$ cat src/rtl/sign_decisor_pipe.sv
// sign_decisor_pipe: per-lane result-sign decision for posit add/sub/mul/div,
// followed by a valid/ready register pipeline of STAGES beats.
//
// Optional feature macro: SIGN_ZERO_FIX_EN
//   defined   -> add/sub lanes whose magnitude result is exactly zero produce
//                a +0 sign (sign forced to 0 when res_zero is set).
//   undefined -> res_zero is accepted but ignored; sign follows the opcode rule.
//
// The sign is decided combinationally ahead of stage 1; each stage stores only
// LANES sign bits plus one valid bit. A stage advances whenever any stage at or
// after it is empty, or the consumer takes the output beat, so the pipeline
// sustains one beat per cycle and compresses bubbles under backpressure.

`ifndef N
`define N 16
`endif

module sign_decisor_pipe #(
  parameter int N       = `N,  // posit width, kept for codebase consistency
  parameter int LANES   = 4,   // independent sign lanes (1..16)
  parameter int STAGES  = 2,   // pipeline register depth (1..8)
  parameter int OP_SIZE = 2    // opcode width per lane
) (
  input  logic                       clk,
  input  logic                       rst_n,
  input  logic                       in_valid,
  output logic                       in_ready,
  input  logic [LANES-1:0]           sign1,
  input  logic [LANES-1:0]           sign2,
  input  logic [LANES*OP_SIZE-1:0]   op,
  input  logic [LANES-1:0]           swap,
  input  logic [LANES-1:0]           res_zero,
  output logic                       out_valid,
  input  logic                       out_ready,
  output logic [LANES-1:0]           sign,
  output logic                       busy
);

  typedef enum logic [1:0] {
    OP_ADD = 2'b00,
    OP_SUB = 2'b01,
    OP_MUL = 2'b10,
    OP_DIV = 2'b11
  } op_e;

  logic [LANES-1:0]  sign_next;
  logic [STAGES-1:0] stg_valid;
  logic [LANES-1:0]  stg_sign [STAGES];
  logic [STAGES-1:0] stg_adv;
  logic [STAGES-1:0] stg_load_valid;
  logic [LANES-1:0]  stg_load_sign [STAGES];
  logic              alive;

  // Width parameter and the unused opcode/flag bits are deliberately not part
  // of the datapath; they are gathered here so the intent is explicit.
  logic [31:0] unused_n;
  logic        unused_inputs;
  assign unused_n = 32'(N);
`ifdef SIGN_ZERO_FIX_EN
  assign unused_inputs = ^op;
`else
  assign unused_inputs = ^{op, res_zero};
`endif

  // Per-lane sign decision from opcode, operand signs and magnitude order.
  always_comb begin
    // NOTE: every variable written in this block gets a default first, so no
    // path through the loop/case can leave it unassigned and infer a latch.
    sign_next = '0;
    for (int i = 0; i < LANES; i++) begin
      op_e lane_op;
      lane_op = op_e'(op[i*OP_SIZE +: 2]);
      unique case (lane_op)
        OP_ADD:  sign_next[i] = swap[i] ? sign2[i]  : sign1[i];
        OP_SUB:  sign_next[i] = swap[i] ? ~sign2[i] : sign1[i];
        OP_MUL,
        OP_DIV:  sign_next[i] = sign1[i] ^ sign2[i];
        default: sign_next[i] = 1'b0;
      endcase
`ifdef SIGN_ZERO_FIX_EN
      // Exact cancellation in add/sub yields +0 rather than -0.
      if ((lane_op == OP_ADD || lane_op == OP_SUB) && res_zero[i]) begin
        sign_next[i] = 1'b0;
      end
`endif
    end
  end

  // Stage k may advance when it or any later stage is empty, or when the
  // consumer accepts the output beat (the whole chain then moves).
  always_comb begin
    logic hole;
    stg_adv = '0;
    hole    = 1'b0;
    for (int k = 0; k < STAGES; k++) begin
      hole = 1'b0;
      for (int j = k; j < STAGES; j++) begin
        hole = hole | ~stg_valid[j];
      end
      stg_adv[k] = out_ready | hole;
    end
  end

  // What each stage would capture: the accepted input beat for stage 1,
  // the previous stage's contents for the rest.
  always_comb begin
    stg_load_valid = '0;
    for (int k = 0; k < STAGES; k++) begin
      stg_load_sign[k] = '0;
    end
    stg_load_valid[0] = in_valid & in_ready;
    stg_load_sign[0]  = sign_next;
    for (int k = 1; k < STAGES; k++) begin
      stg_load_valid[k] = stg_valid[k-1];
      stg_load_sign[k]  = stg_sign[k-1];
    end
  end

  // Comes out of reset low and rises on the first clock edge after release,
  // keeping in_ready low for the whole reset period.
  always_ff @(posedge clk or negedge rst_n) begin
    // NOTE: sequential state uses non-blocking assignments so every register
    // samples pre-edge values regardless of block evaluation order.
    if (!rst_n) begin
      alive <= 1'b0;
    end else begin
      alive <= 1'b1;
    end
  end

  // Pipeline registers: advance per stage, data captured only with a valid beat.
  always_ff @(posedge clk or negedge rst_n) begin
    if (!rst_n) begin
      stg_valid <= '0;
      // NOTE: the sign registers are reset as well as the valid bits so that
      // sign reads 0 during and right after reset, not stale data.
      for (int k = 0; k < STAGES; k++) begin
        stg_sign[k] <= '0;
      end
    end else begin
      for (int k = 0; k < STAGES; k++) begin
        if (stg_adv[k]) begin
          stg_valid[k] <= stg_load_valid[k];
          if (stg_load_valid[k]) begin
            stg_sign[k] <= stg_load_sign[k];
          end
        end
      end
    end
  end

  assign in_ready  = alive & stg_adv[0];
  assign out_valid = stg_valid[STAGES-1];
  assign sign      = stg_sign[STAGES-1];
  assign busy      = |stg_valid;

endmodule

$ cat config.mk
export PLATFORM = sky130hd
export DESIGN_NAME = sign_decisor_pipe
export DESIGN_NICKNAME = d
export VERILOG_FILES = /design/src/rtl/sign_decisor_pipe.sv
export SDC_FILE = /design/constraint.sdc
export NUM_CORES = 1
export LEC_CHECK = 0
export ABC_AREA = 1
export ABC_CLOCK_PERIOD_IN_PS = 1800
export CAP_MARGIN = 15
export CORE_MARGIN = 1
export CORE_UTILIZATION = 40
export DETAILED_ROUTE_END_ITERATION = 7
export GPL_TIMING_DRIVEN = 0
export PLACE_DENSITY = 0.8
export RECOVER_POWER = 25
export SLEW_MARGIN = 10
export SYNTH_ARGS = -nofsm -noshare
export SYNTH_HDL_FRONTEND = slang
export SYNTH_SLANG_ARGS = --single-unit
$ cat constraint.sdc
create_clock -name clk -period 1.8 [get_ports clk]
set_clock_uncertainty 0.2 [all_clocks]
set_input_delay 0.45 -clock clk [delete_from_list [all_inputs] [get_ports clk]]
set_output_delay 0.45 -clock clk [all_outputs]
set_load 0.02 [all_outputs]
# Yosys cells after proc, flatten, opt, wreduce, memory -nomap -nowiden
# Index checks and enable logic that the tools add are counted.
# W data, S select, Z words.
# totals
inputBits	28
mem_bits_rw	0
out_inout_bits	7
rom_bits	0
elab_cells	55
latchBits	0
mem_count	0
register_bits	11
# classes
order_cmp	0
n_addsub	0
n_reduce_logical	11
shifts	0
n_eq_ne	12
multipliers	0
muxes	12
div_mod_pow	0
bitwise_logic	15
# op_table
operator	n
$eq A2 B2 Y1 const B	8
$pmux W1 S3	4
$reduce_or A2 Y1	5
$eq A2 B1 Y1 const B	4
$logic_not A2 Y1	4
$mux W1	8
$not A1 Y1	6
$reduce_and A2 Y1	2
$xor A1 B1 Y1	4
$or A1 B1 Y1	3
$and A1 B1 Y1	2

# Logic depth before layout (Yosys ltp)
# Gate-level depths: netlist of run 1.
# logic_depth
depth_word	6
depth_mapped	7
ltp_nobuf	7

# Worst setup path before layout of run 1
# Ideal clock, no wire load.
# synth_timing
path_kind	register -> output
start	register stg_valid[1]
end	output busy
slack_ns	0.304
n_path_buf	0
required_ns	1.150
stages_incl_launch_ff	2
arrival_time_ns	0.846
cell_sequence	dfrtp_1 or2_2
# synth_between
elab_chain_cells	1
# synth_rtl
element	line_no	source
start: declaration	47	logic [STAGES-1:0] stg_valid;
start signal: indexed assignment	143	stg_valid[k] <= stg_load_valid[k];
$reduce_or A2 Y1	155	assign busy = |stg_valid;
end: declaration	36	output logic busy
# Every way passes these cells.

# Worst setup path in the final report of run 1
# layout_timing
start	register stg_valid[1]
end	output in_ready
# layout_between
elab_chain_cells	4
# layout_rtl
element	line_no	source
$not A1 Y1	98	hole = hole | ~stg_valid[j];
$or A1 B1 Y1	98	
$or A1 B1 Y1	100	stg_adv[k] = out_ready | hole;
$and A1 B1 Y1	152	assign in_ready = alive & stg_adv[0];
end: declaration	27	output logic in_ready,
# Every way passes these cells.

==> results_dict.tcl, run 1 <==
set metrics [dict create \
    status "finished, violations left" \
    violations "design-rule violations" \
    grtUsageMet2_pct 36.47 \
    synth_ff_type "dfrtp_1" \
    multiInputGateArea_um2 357.8 \
    synth_top_cell_area_share_pct 38.87 \
    cts_buffers 3 \
    fp-row-count 14 \
    clock-sinks 11 \
    synth_area_um2 708.2 \
    final_cell_area_um2 1077 \
    grtUsageMet1_pct 20.10 \
    startpoint_type "flip-flop" \
    die_w_um 44.08 \
    crit_type "flip-flop to primary output" \
    yosys_warnings 0 \
    vdd_ir_drop_max_uv 347.8 \
    avgViaCountPerCell 4.759 \
    hold_buffers 0 \
    grt_pass1_vias 720 \
    fillers 149 \
    avgSynthCellArea_um2 6.497 \
    max_stage_delay_ps 400 \
    final_core_util_pct 68.33 \
    dp_hpwl_mm 1.205 \
    drc 3 \
    wirelength_mm 1.485 \
    wl_per_cell_um 9.167 \
    cts_tree "done" \
    finalCritPeriodShare_pct 99.80 \
    max-cap-violations 0 \
    finalCriticalPeriod_ps 1796 \
    initial_core_util_pct 44.92 \
    core_um2 1577 \
    die-area_um2 1943 \
    slew_violations 0 \
    layout_setup_ws_ps 3.534 \
    drt_iter0_drc 22 \
    grt-busiest-layer "met2" \
    synthCells 109 \
    overflow 0 \
    gp_congestion 0.7095 \
    cts_max_path_buffers 2 \
    grt_pass1_wl_mm 2.725 \
    io_pins 35 \
    grt_usage_pct 18.50 \
    finalSetupViolCount 0 \
    use_met3_pct 2.449 \
    cp-end-kind "primary output" \
    drive_above_1_share_pct 11.64 \
    synth.most_common_cell "nand2_1" \
    synthTopCellsByArea "dfrtp_1 39%, nand2_1 22%, nand3_1 14%, inv_1 10%, nor2_1 4.2%" \
    path_max_fanout 3 \
    diodes 0 \
    syn-num-nets 137 \
    nets 175 \
    fp.dieH_um 44.08 \
    cts.root.buffer_cell "clkbuf_4" \
    final_antenna_net_count 0 \
    clk_pin_slew_worst_paths_ps 80 \
    fmax_mhz 556.6 \
    leakage_uw 0.0006005 \
    tns_ps 0 \
    grt_max_degree 12 \
    timing.critical_path.buf_inv 2 \
    antenna_found_initial 0 \
    critPathRequiredTime_ps 1150 \
    port_buffers 30 \
    path_cells "buf_6 -> nand2_4 -> nor2_4 -> nor2_4 -> buf_6" \
    hp-class "flip-flop to flip-flop" \
    htree_levels 1 \
    areaGrowthSynthToFinish_pct 52.12 \
    yosysSeqAreaShare_pct 38.87 \
    critical_path_arrival_ps 1150 \
    cp_top_family "flip-flops" \
    netlist-cell-type-count 12 \
    drt_first_pass_iters 6 \
    cpMaxStageDelayCell "dfrtp_1" \
    synthArstFlopShare_pct 100.0 \
    synth_edf_count 0 \
    dr_total_vias 771 \
    seq_area_um2 276.5 \
    finalHoldViolCount 0 \
    power.density_nw_per_um2 716.4 \
    synth_largest_area_cell "dfrtp_1" \
    clk_latency_ps 270 \
    synth.top_cells.by_count "42 x nand2_1, 20 x nand3_1, 19 x inv_1" \
    dpl-instance-area_um2 1028 \
    rsz0062_at_grt "true" \
    synth-seq-cells 11 \
    post-place-ws_ps -684.8 \
]
## tightest hold or removal path, stage by stage, from the launching register on
cell     delay [ps]
dfrtp_1         340
nand2_1          50
nand2_1          40
## final timing paths
| check | cells after the start | slack, ps | endpoint | startpoint |
|---|---|---|---|---|
| setup / recovery | 5 | 4 | in_ready | stg_valid[1] |
| hold / removal | 2 | 270 | sign[0] | sign[0] |
| setup reg to reg | 6 | 510 | stg_load_sign[1] | stg_valid[1] |
| hold reg to reg | 2 | 270 | sign[0] | sign[0] |
| max in group asynchronous | 1 | 670 | stg_valid[0] | rst_n |
| min in group asynchronous | 1 | 370 | sign[3] | rst_n |
## power by group
part | internal [µW] | leakage, µW | switching, µW
clock network | 85.7 | 0.0000150 | 82.6
registers | 295 | 0.000136 | 26.6
logic | 135 | 0.000449 | 146
total | 516 | 0.000601 | 256
## layout by cell type, fill, tap and decap left out, drive strengths merged
master / count
nor2: 10
dlygate4sd2: 6
conb: 1
dlygate4sd3: 1
clkdlybuf4s50: 21
nor3: 1
inv: 20
nand2: 44
clkbuf: 4
or2: 1
dfrtp: 11
o21ai: 1
buf: 5
nand3: 20
## logic make-up (layout without fill, tap and decap cells)
logic type | Yosys count | after routing | synth area share (%)
AND/OR/NAND/NOR | 76 | 76 | 49.29
flip-flops | 11 | 11 | 38.87
other | 1 | 1 | 0.5295
buffers and inverters | 20 | 57 | 10.60
AO/OA/AOI/OAI | 1 | 1 | 0.7060
## metal layers
layer | routed length (µm) | up-vias
li1 | - | 404
met1 | 585 | 340
met2 | 827 | 27
met3 | 72 | 0
met4 | 0 | 0
met5 | 0 | -
## per-stage QoR
step	hold slack (ps)	power (µW)	instances
after floorplan	-45.59	464.7	109
after global placement	253.6	605.6	155
after detailed placement	259.2	615.2	155
after CTS	270.5	772.0	162
after global routing	293.5	826.2	162
final	268.7	771.8	162
## layout make-up
| cell class | instances | area share [%] |
|---|---|---|
| multi-input cells | 78 | 33.22 |
| repair buffers | 33 | 29.85 |
| flip-flops and latches | 11 | 25.67 |
| inverters | 20 | 6.969 |
| clock buffers | 4 | 2.439 |
| well taps | 16 | 1.858 |
## flip-flops by register name (all words and copies together), names as in the netlist
| signal | flops |
|---|---|
| stg_load_sign | 4 |
| stg_valid | 2 |
| sign | 4 |
| alive | 1 |
## repair_timing
action                                  in CTS  in global routing
gates resized for setup                     19                  2
endpoints found under the setup margin       7                  2
pin swaps                                    2                  1
setup buffers                                3                  0
(Power assumes the default switching activity.)
==> inputs of run 2 (changes only) <==
--- a/config.mk
+++ b/config.mk
@@ -8,12 +8,13 @@
 export ABC_AREA = 1
 export ABC_CLOCK_PERIOD_IN_PS = 1800
 export CAP_MARGIN = 15
-export CORE_MARGIN = 1
 export CORE_UTILIZATION = 40
+export CTS_CLUSTER_DIAMETER = 30
 export DETAILED_ROUTE_END_ITERATION = 7
 export GPL_TIMING_DRIVEN = 0
 export PLACE_DENSITY = 0.8
 export RECOVER_POWER = 25
+export REMOVE_ABC_BUFFERS = 1
 export SLEW_MARGIN = 10
 export SYNTH_ARGS = -nofsm -noshare
 export SYNTH_HDL_FRONTEND = slang
==> results of run 2 <==
The final DEF is identical to that of run 1; final timing and power are the same.
